**src/rtl/btb_pkg.sv**
```systemverilog
// Shared types for the execute-side BTB resolver: the prediction metadata
// carried down the pipe, the fall-through PC step, and the miss classifier.
package btb_pkg;

  typedef struct packed {
    logic        valid;
    logic [31:0] pc;
    logic        pred_take;
    logic [31:0] pred_pc;
  } pred_meta_t;

  localparam logic [31:0] PC_STEP = 32'd4;

  // Why a resolved instruction disagreed with its prediction (HIT = agreed).
  typedef enum logic [1:0] {
    HIT      = 2'd0,
    DIR_MISS = 2'd1,
    TGT_MISS = 2'd2,
    ALIAS    = 2'd3
  } miss_cause_t;

  // Classify the outcome of one resolved instruction against its prediction.
  function automatic miss_cause_t classify(
    input logic        is_br,
    input logic        taken,
    input logic [31:0] target,
    input logic        pred_take,
    input logic [31:0] pred_pc
  );
    miss_cause_t c;
    c = HIT;
    if (is_br) begin
      if (taken != pred_take)             c = DIR_MISS;
      else if (taken && target != pred_pc) c = TGT_MISS;
    end else if (pred_take) begin
      c = ALIAS;
    end
    return c;
  endfunction

endpackage

```
**src/rtl/bp_meta_reg.sv**
```systemverilog
// One stage of the prediction metadata pipe. Kill clears only the valid bit
// and overrides load; otherwise the register loads or holds.
module bp_meta_reg
  import btb_pkg::*;
(
  input  logic       clk,
  input  logic       rst_n,
  input  logic       kill,
  input  logic       load,
  input  pred_meta_t d,
  output pred_meta_t q
);

  // Metadata register: kill beats load, load beats hold.
  always_ff @(posedge clk or negedge rst_n) begin
    if (!rst_n) begin
      q <= '0;
    end else if (kill) begin
      q.valid <= 1'b0;
    end else if (load) begin
      q <= d;
    end
  end

endmodule

```
**src/rtl/btb_resolver.sv**
```systemverilog
// Execute-stage BTB resolver. Carries each fetched instruction's prediction
// through IF->ID->EX, compares it with the outcome resolved in EX in the same
// cycle, and drives the front-end redirect, the BTB write port and two
// saturating performance counters.
//
// Handshake: there is no back-pressure. A result exists in any cycle where
// the E entry is valid and no flush is present; redirect and btb_wr_en are
// single-cycle strobes the consumer must take in that cycle. All resolve
// outputs read zero in every other cycle.
module btb_resolver
  import btb_pkg::*;
#(
  parameter int CNT_W = 32
) (
  input  logic             clk,
  input  logic             rst_n,
  input  logic             if_valid,
  input  logic [31:0]      if_pc,
  input  logic             if_pred_take,
  input  logic [31:0]      if_pred_pc,
  input  logic             stall_d,
  input  logic             bubble_e,
  input  logic             flush_i,
  input  logic             ex_is_br,
  input  logic             ex_taken,
  input  logic [31:0]      ex_target,
  output logic             redirect,
  output logic [31:0]      redirect_pc,
  output logic             btb_wr_en,
  output logic [31:0]      btb_wr_pc,
  output logic [31:0]      btb_wr_target,
  output logic             btb_taken,
  output logic [CNT_W-1:0] br_cnt,
  output logic [CNT_W-1:0] miss_cnt
);

  localparam logic [CNT_W-1:0] CNT_ONE = CNT_W'(1);

  pred_meta_t  d_in, d_q, e_in, e_q;
  miss_cause_t cause;
  logic        active;
  logic        miss;
  logic        kill;

  assign d_in = '{valid: if_valid, pc: if_pc, pred_take: if_pred_take, pred_pc: if_pred_pc};

  // A stalled D leaves nothing to advance, so E takes a bubble as well.
  assign e_in = (bubble_e || stall_d) ? '0 : d_q;

  assign active = e_q.valid && !flush_i;
  assign miss   = active && (cause != HIT);
  assign kill   = miss || flush_i;

  bp_meta_reg u_meta_d (
    .clk   (clk),
    .rst_n (rst_n),
    .kill  (kill),
    .load  (!stall_d),
    .d     (d_in),
    .q     (d_q)
  );

  bp_meta_reg u_meta_e (
    .clk   (clk),
    .rst_n (rst_n),
    .kill  (kill),
    .load  (1'b1),
    .d     (e_in),
    .q     (e_q)
  );

  // Classify the EX instruction against the prediction it carried.
  always_comb begin
    cause = classify(ex_is_br, ex_taken, ex_target, e_q.pred_take, e_q.pred_pc);
  end

  // Resolve outputs; everything reads zero unless a valid, unflushed entry is in EX.
  always_comb begin
    redirect      = 1'b0;
    redirect_pc   = 32'd0;
    btb_wr_en     = 1'b0;
    btb_wr_pc     = 32'd0;
    btb_wr_target = 32'd0;
    btb_taken     = 1'b0;
    if (active) begin
      redirect      = miss;
      redirect_pc   = (ex_is_br && ex_taken) ? ex_target : e_q.pc + PC_STEP;
      btb_wr_en     = miss;
      btb_wr_pc     = e_q.pc;
      btb_wr_target = ex_target;
      btb_taken     = ex_is_br && ex_taken;
    end
  end

  // Saturating counters of resolved branches and mispredictions.
  always_ff @(posedge clk or negedge rst_n) begin
    if (!rst_n) begin
      br_cnt   <= '0;
      miss_cnt <= '0;
    end else if (active) begin
      if (ex_is_br && br_cnt != '1) br_cnt   <= br_cnt + CNT_ONE;
      if (miss && miss_cnt != '1)   miss_cnt <= miss_cnt + CNT_ONE;
    end
  end

endmodule

```
**config.mk**
```make
export PLATFORM = sky130hd
export DESIGN_NAME = btb_resolver
export DESIGN_NICKNAME = d
export VERILOG_FILES = /design/src/rtl/btb_pkg.sv /design/src/rtl/bp_meta_reg.sv /design/src/rtl/btb_resolver.sv
export SDC_FILE = /design/constraint.sdc
export NUM_CORES = 1
export LEC_CHECK = 0
export CAP_MARGIN = 20
export CORE_MARGIN = 5
export CORE_UTILIZATION = 25
export CTS_CLUSTER_DIAMETER = 150
export CTS_CLUSTER_SIZE = 30
export DETAILED_ROUTE_END_ITERATION = 8
export GPL_TIMING_DRIVEN = 1
export PLACE_DENSITY = 0.55
export SLEW_MARGIN = 20
export SYNTH_ARGS = -nofsm -noshare
export SYNTH_HDL_FRONTEND = slang
export SYNTH_SLANG_ARGS = --single-unit
export TNS_END_PERCENT = 30
```
**constraint.sdc**
```tcl
create_clock -name clk -period 2.56 [get_ports clk]
set_input_delay 0.256 -clock clk [delete_from_list [all_inputs] [get_ports clk]]
set_output_delay 0.256 -clock clk [all_outputs]
set_load 0.005 [all_outputs]
```
==> results of run 1 <==
==> state kept, by name (all words and copies together) (netlist names) <==
signal and count:
br_cnt 32, u_meta_d.q 66, u_meta_e.q 66, miss_cnt 32
==> placed cells by master, fill, tap and decap left out, types with 4 or more instances in the layout <==
cell type	synthesis	layout
sky130_fd_sc_hd__clkdlybuf4s50_1	0	237
sky130_fd_sc_hd__dfrtp_1	196	194
sky130_fd_sc_hd__buf_4	8	119
sky130_fd_sc_hd__xnor2_1	80	76
sky130_fd_sc_hd__and2_1	70	69
sky130_fd_sc_hd__mux2_2	69	69
sky130_fd_sc_hd__a22o_1	65	65
sky130_fd_sc_hd__nor2_1	56	52
sky130_fd_sc_hd__xor2_1	41	41
sky130_fd_sc_hd__nand3_1	38	38
sky130_fd_sc_hd__nand4_1	35	35
sky130_fd_sc_hd__nand2_1	31	29
sky130_fd_sc_hd__and3_1	25	25
sky130_fd_sc_hd__clkbuf_16	0	19
sky130_fd_sc_hd__a211oi_2	1	11
sky130_fd_sc_hd__buf_6	4	11
sky130_fd_sc_hd__buf_12	0	11
sky130_fd_sc_hd__buf_2	5	10
sky130_fd_sc_hd__and4_1	10	9
sky130_fd_sc_hd__o21ai_0	9	9
sky130_fd_sc_hd__a211oi_1	20	9
sky130_fd_sc_hd__nor3_1	9	8
sky130_fd_sc_hd__diode_2	0	7
sky130_fd_sc_hd__inv_1	7	7
sky130_fd_sc_hd__a21oi_1	9	7
sky130_fd_sc_hd__nor4_1	8	6
sky130_fd_sc_hd__dlymetal6s2s_1	0	6
sky130_fd_sc_hd__dlygate4sd2_1	0	6
sky130_fd_sc_hd__clkbuf_1	27	5
sky130_fd_sc_hd__xnor2_2	0	4
sky130_fd_sc_hd__nor2_4	0	4
sky130_fd_sc_hd__bufinv_16	0	4
==> where the power goes <==
group          leakage [nW]  internal [mW]  switching (mW)
registers              2.55           3.33           0.163
logic                  3.49          0.554           0.407
clock network         0.279           1.64            1.17
==> per-stage QoR <==
| stage | hold slack [ps] | utilization, % | cell area, sq um |
|---|---|---|---|
| after floorplan | -39.6 | - | 9630 |
| after global placement | 356 | 36.6 | 13800 |
| after detailed placement | 367 | 36.6 | 13800 |
| after CTS | 393 | 38.3 | 14500 |
| after global routing | 404 | 38.8 | 14700 |
| final | 426 | 38.9 | 14700 |
==> what timing repair did <==
item / CTS / global route
hold endpoints to repair: 73 / 0
pin swaps: 17 / 70
setup buffers: 2 / 5
setup endpoints to repair: 28 / 96
cloned: 0 / 2
gates resized for setup: 73 / 50
hold buffers: 1 / 0
==> final timing paths <==
kind                       slack, ps            from              end
hold reg to reg                  480  u_meta_d.q[65]   u_meta_e.q[65]
min in group clk                 430  if_pred_pc[17]   u_meta_d.q[17]
hold / removal                   430           rst_n      miss_cnt[2]
setup / recovery                  60  u_meta_e.q[35]  redirect_pc[30]
max in group asynchronous       1310           rst_n   u_meta_e.q[45]
setup reg to reg                 140  u_meta_e.q[12]   u_meta_d.q[51]
==> layout make-up <==
class | instances | area [sq um] | share of cell area [%]
Antenna cell | 7 | 17.5 | 0.119
Timing Repair Buffer | 407 | 3880 | 26.4
Sequential cell | 196 | 4910 | 33.4
Multi-Input combinational cell | 609 | 4660 | 31.7
Inverter | 7 | 26.3 | 0.179
Tap cell | 511 | 639 | 4.35
Clock buffer | 23 | 458 | 3.11
Clock inverter | 5 | 128 | 0.868
==> critical path: cells and delay by family (launching register included) <==
family / cells / cell delay [ps]
xor gates and xnor gates: 1 / 210
and+or+nand+nor: 5 / 660
DFF: 1 / 400
buffers and inverters: 2 / 320
adders and majority gates: 1 / 230
==> kinds of logic after synthesis <==
group | Yosys count | synth area share, %
AO/OA/AOI/OAI | 113 | 9.40
XOR/XNOR | 121 | 11.0
buffers and inverters | 53 | 2.76
multiplexers | 70 | 8.18
adder cells (fa/ha/maj) | 3 | 0.390
AND/OR/NAND/NOR | 302 | 17.3
flip-flops | 196 | 51.0
==> per-layer routing <==
metal	vias to the layer above	GRT usage, %	routed length (um)
met1	3942	20.9	15500
met4	8	5.54	1030
met2	254	26.9	17100
met5	-	0	48
li1	3811	-	-
met3	49	6.75	3020
==> metrics.csv, run 1 <==
stage,metric,value,unit
logic_synthesis,nets in the synthesized netlist,966,
power_and_ir_drop,PnR Total Power,7.27,mW
timing,RSZ-0062 raised after global routing,true,
logic_synthesis,Syn Std Cell Area,0.00963,sq mm
logic_synthesis,number of distinct library cell variants in the gate-level netlist after synthesis,45,
timing,worst slew pin tran,715,ps
logic_synthesis,Main synth FF type,sky130_fd_sc_hd__dfrtp_1,
layout,Layout Cells excl Fill,1765,
placement,input/output buffers,267,
logic_synthesis,fraction of synthesized cell area taken by the top area cell type,51.0,%
logic_synthesis,async set-reset flop share out of synthesis,100,%
setup_path,start-to-end type of the worst setup path,reg2out,
cts,clock tree sinks,196,
logic_synthesis,share of the yosys chip area belonging to registers,51.0,%
placement,Post-Place Cells,1720,
layout,filler instances,3753,
placement,Setup WS pre-CTS,-274,ps
placement,placed wire-length estimate,28900,um
drt,First-pass DRT Iterations,5,
cts,clock-pin slew on the worst setup and hold paths,70,ps
logic_synthesis,post-synthesis area per instance,11.2,sq um
timing,Slew headroom,52.3,%
global_route,via count of the first global-routing pass,8360,
floorplan,number of core rows,71,
setup_path,logic depth of the worst register-to-register path,10,
drt,DRC Markers,0,
drt,via-per-instance ratio,4.57,
cts,CTS root buffer,sky130_fd_sc_hd__clkbuf_16,
timing,Max Fclk,399,MHz
setup_path,Slowest Stage Delay on Critical Path,400,ps
floorplan,Die W,206,um
setup_path,startpoint class of the critical path,flop,
logic_synthesis,"flops & latches, synth",196,
floorplan,overall die area,0.0425,sq mm
timing,final worst slack,55.9,ps
global_route,overall overflow remaining after global route,0,
setup_path,cell with the biggest individual delay on the critical path,sky130_fd_sc_hd__dfrtp_1,
cts,worst-case clock buffer depth,2,
power_and_ir_drop,areal power density over the cells,494,mW/mm^2
global_route,aggregate global-route resource usage,16.9,%
power_and_ir_drop,VDD IR-drop max,0.000473,V
job,maxcap violations,0,
layout,proportion of layout cells with a drive suffix above 1,23.4,%
hold_path,min-delay worst type,in2async,
timing,"Hold Violations, Final",0,
power_and_ir_drop,Pleak,6.32,nW
timing,max-slew violation count,0,
logic_synthesis,number of enable flip-flop cells after synthesis,0,
floorplan,initial standard-cell utilization of the core,25.4,%
global_route,maximum number of pins on one net before global-route repair,80,
layout,Layout Area Growth over Synthesis,52.8,%
drt,wire length per cell after detailed routing,20.8,um
cts,deepest level of the CTS H-tree,4,
timing,setup TNS,0,ps
cts,CTS tree,built,
logic_synthesis,list of most frequent post-synthesis cells,"sky130_fd_sc_hd__dfrtp_1 (196), sky130_fd_sc_hd__xnor2_1 (80), sky130_fd_sc_hd__and2_1 (70), sky130_fd_sc_hd__mux2_2 (69), sky130_fd_sc_hd__a22o_1 (65)",
timing,post-route clock period utilization,97.8,%
timing,Tmin final,2500,ps
outcome,run status,finished clean,
logic_synthesis,cell with the most instances after synthesis,sky130_fd_sc_hd__dfrtp_1,
floorplan,die span in y,206,um
layout,"Net count, final",1346,
setup_path,WP data arrival,2250,ps
setup_path,ordered cell list for the critical path,ha_2 > nand2_4 > nor4_4 > buf_4 > nand4_1 > xnor2_2 > nor2_1 > nor2_1 > buf_2,
global_route,wire length of the first global-routing pass,53200,um
logic_synthesis,post-synthesis cell count,858,
logic_synthesis,cell accounting for the most synthesized area,sky130_fd_sc_hd__dfrtp_1,
logic_synthesis,synth warn,0,
setup_path,maximum fanout count along the critical path,3,
placement,last weighted congestion value of the routability-driven placer,0.864,
drt,total number of vias,8064,
logic_synthesis,main area contributors after synthesis,"sky130_fd_sc_hd__dfrtp_1 (51%), sky130_fd_sc_hd__mux2_2 (8.1%), sky130_fd_sc_hd__xnor2_1 (7.3%)",
global_route,number of antenna violations at the first check in global routing,10,
timing,Finish-stage setup viols,0,
drt,Post-DRT Antenna Nets,0,
drt,Final Routed Wirelength,36700,um
setup_path,cell occurring most often along the worst timing path,sky130_fd_sc_hd__nor2_1,
cts,TritonCTS buffer count,17,
setup_path,endpoint type of the worst setup path,output pin,
drt,number of design-rule violations left by the first detailed-router iteration,358,
timing,Worst Skew,10.8,ps
floorplan,Core Area,0.0378,sq mm
floorplan,count of boundary I/O pins,268,
setup_path,Critical Path RT,2300,ps
cts,later-pin clock latency in the skew report,440,ps
No activity file was read; power rests on OpenSTA's default activity.
==> run 2: changes to the inputs <==
CORE_ASPECT_RATIO = 0.9   (was not set)
==> metrics.csv, run 2 (synthesis gave the netlist of run 1 again) <==
stage,metric,value,unit
outcome,run status,"complete, but fails checks",
outcome,violated checks,negative setup slack,
cts,TritonCTS buffer count,17,
drt,wire length per cell after detailed routing,21.6,um
placement,Post-Place Cells,1667,
drt,via-per-instance ratio,4.79,
drt,Post-DRT Antenna Nets,0,
cts,CTS root buffer,sky130_fd_sc_hd__clkbuf_16,
floorplan,die span in y,196,um
global_route,overall overflow remaining after global route,0,
floorplan,Core Area,0.0382,sq mm
layout,Layout Cells excl Fill,1747,
setup_path,logic depth of the worst register-to-register path,10,
floorplan,Die W,217,um
layout,Layout Area Growth over Synthesis,57.0,%
timing,Tmin final,2840,ps
timing,RSZ-0062 raised after global routing,true,
layout,"Net count, final",1349,
setup_path,Slowest Stage Delay on Critical Path,420,ps
setup_path,startpoint class of the critical path,flop,
power_and_ir_drop,switching share of total power,27.5,%
placement,last weighted congestion value of the routability-driven placer,0.853,
setup_path,cell with the biggest individual delay on the critical path,sky130_fd_sc_hd__dfrtp_1,
timing,final worst slack,-285,ps
setup_path,RR Startpoint,u_meta_e.q[2],
timing,post-route clock period utilization,111,%
floorplan,overall die area,0.0425,sq mm
setup_path,WP data arrival,3190,ps
timing,max-slew violation count,0,
drt,DRC Markers,0,
hold_path,min-delay worst type,in2reg,
global_route,aggregate global-route resource usage,17.3,%
global_route,wire length of the first global-routing pass,55400,um
setup_path,crit-path leading delay family,buffers and inverters,
hold_path,cell depth of the worst min-delay path,3,
setup_path,endpoint of the lowest-slack register-to-register path,u_meta_d.q[35],
layout,largest registers,"u_meta_d.q: 66 flops, u_meta_e.q: 66 flops",
cts,clock tree sinks,196,
power_and_ir_drop,portion of total power attributed to the clock network,37.4,%
floorplan,number of core rows,68,
layout,proportion of layout cells with a drive suffix above 1,24.7,%
drt,number of design-rule violations left by the first detailed-router iteration,492,
placement,placed wire-length estimate,27200,um
setup_path,sum of buffers and inverters on the critical path,4,
cts,deepest level of the CTS H-tree,4,
timing,Finish-stage setup viols,148,
setup_path,cell occurring most often along the worst timing path,sky130_fd_sc_hd__buf_12,
power_and_ir_drop,Internal Power,5.30,mW
setup_path,Critical Path RT,2900,ps
global_route,number of antenna violations at the first check in global routing,6,
placement,input/output buffers,267,
hold_path,end point of the worst hold path,u_meta_d.q[65],
global_route,via count of the first global-routing pass,8410,
drt,total number of vias,8365,
setup_path,FF-to-FF setup slack,-280,ps
power_and_ir_drop,PnR Total Power,7.31,mW
setup_path,start-to-end type of the worst setup path,reg2reg,
power_and_ir_drop,part of the total power dissipated in sequential elements,48.2,%
floorplan,count of boundary I/O pins,268,
cts,later-pin clock latency in the skew report,460,ps
hold_path,worst hold path startpoint,if_valid,
cts,clock-pin slew on the worst setup and hold paths,90,ps
timing,Max Fclk,352,MHz
cts,worst-case clock buffer depth,2,
setup_path,ordered cell list for the critical path,xnor2_2 > nand4_1 > nor4_2 > buf_4 > nand4_4 > buf_6 > a211oi_4 > buf_12 > buf_12 > mux2_2,
timing,Worst Skew,16.5,ps
floorplan,initial standard-cell utilization of the core,25.2,%
drt,Final Routed Wirelength,37700,um
setup_path,maximum fanout count along the critical path,21,
timing,"Hold Violations, Final",0,
cts,CTS tree,built,
layout,most used cells in the layout excluding fill and tap cells,"sky130_fd_sc_hd__clkdlybuf4s50_1 (238), sky130_fd_sc_hd__dfrtp_1 (195), sky130_fd_sc_hd__buf_4 (94), sky130_fd_sc_hd__xnor2_1 (76), sky130_fd_sc_hd__and2_1 (68)",
timing,worst slew pin tran,683,ps
global_route,maximum number of pins on one net before global-route repair,80,
power_and_ir_drop,areal power density over the cells,484,mW/mm^2
layout,"most common cell after layout, fill and taps aside",sky130_fd_sc_hd__clkdlybuf4s50_1,
setup_path,endpoint type of the worst setup path,flop,
power_and_ir_drop,power dissipated by switching net loads,2.01,mW
power_and_ir_drop,share of power burned in combinational logic,14.5,%
job,maxcap violations,0,
power_and_ir_drop,Pleak,6.52,nW
drt,First-pass DRT Iterations,5,
power_and_ir_drop,VDD IR-drop max,0.000471,V
timing,Slew headroom,54.5,%
==> run 2: worst reg2reg max path, stage by stage (launching register included) <==
cell,delay [ps]
sky130_fd_sc_hd__dfrtp_1,420
sky130_fd_sc_hd__xnor2_2,190
sky130_fd_sc_hd__nand4_1,260
sky130_fd_sc_hd__nor4_2,350
sky130_fd_sc_hd__buf_4,180
sky130_fd_sc_hd__nand4_4,110
sky130_fd_sc_hd__buf_6,170
sky130_fd_sc_hd__a211oi_4,280
sky130_fd_sc_hd__buf_12,190
sky130_fd_sc_hd__buf_12,210
sky130_fd_sc_hd__mux2_2,360
==> run 2: how the worst max path moves through the flow <==
stage                              start        endpoint  slack [ps]  depth (start not counted)
after global placement      ex_target[2]  u_meta_e.q[38]        -570                         10
after global routing       u_meta_e.q[2]   u_meta_d.q[5]        -320                         10
after detailed placement    ex_target[2]  u_meta_e.q[15]        -610                         10
final                      u_meta_e.q[2]  u_meta_d.q[35]        -280                         10
after CTS                  u_meta_e.q[2]  u_meta_e.q[51]        -210                         10
after floorplan           u_meta_e.q[24]  u_meta_d.q[10]         340                          8
==> run 2: cell type report <==
type | instances | area [sq um]
Inverter | 7 | 26.3
Clock inverter | 14 | 155
Fill cell | 3677 | 23100
Antenna cell | 3 | 7.51
Clock buffer | 18 | 439
Sequential cell | 196 | 4910
Multi-Input combinational cell | 609 | 4790
Tap cell | 490 | 613
Timing Repair Buffer | 410 | 4170
==> run 2: per-stage QoR <==
stage	hold WS (ps)	util [%]	setup WS [ps]	cell area, sq um	setup TNS, ps
finish	403	39.5	-285	15100	-27350
global placement	351	35.4	-571	13500	-73750
detailed placement	353	35.4	-611	13500	-78640
floorplan	-39.6	-	341	9630	0
CTS	376	39.0	-207	14900	-15380
global route	385	39.5	-324	15100	-36830
==> run 2: what timing repair did <==
action / 4_1_cts / 5_1_grt
endpoints found under the setup margin: 158 / 161
endpoints found under the hold margin: 75 / 0
gates cloned: 14 / 3
setup buffers: 24 / 12
hold buffers: 1 / 0
resized for setup: 161 / 62
pin swaps: 58 / 62
==> run 2: routing by layer <==
layer  GRT usage [%]  share of wire [%]  vias to the layer above
met2            27.1                 46                      264
met5               0              0.072                        -
met4            4.56                1.9                        4
met3            3.66                5.6                       44
met1            24.3                 46                     4215
li1                -                  -                     3838
==> run 2: power by group through the flow <==
stage,Sequential (mW),Combinational (mW),Clock (mW)
final,3.52,1.06,2.73
after global placement,3.57,0.870,0
after detailed placement,3.57,0.885,0
after CTS,3.52,0.999,2.82
after floorplan,3.51,0.401,0
after global routing,3.55,1.13,2.93
==> run 3: changes to the inputs <==
CAP_MARGIN = not set   (was 20)
==> results of run 3 <==
No change in the layout: final DEF, timing and power equal those of run 2.
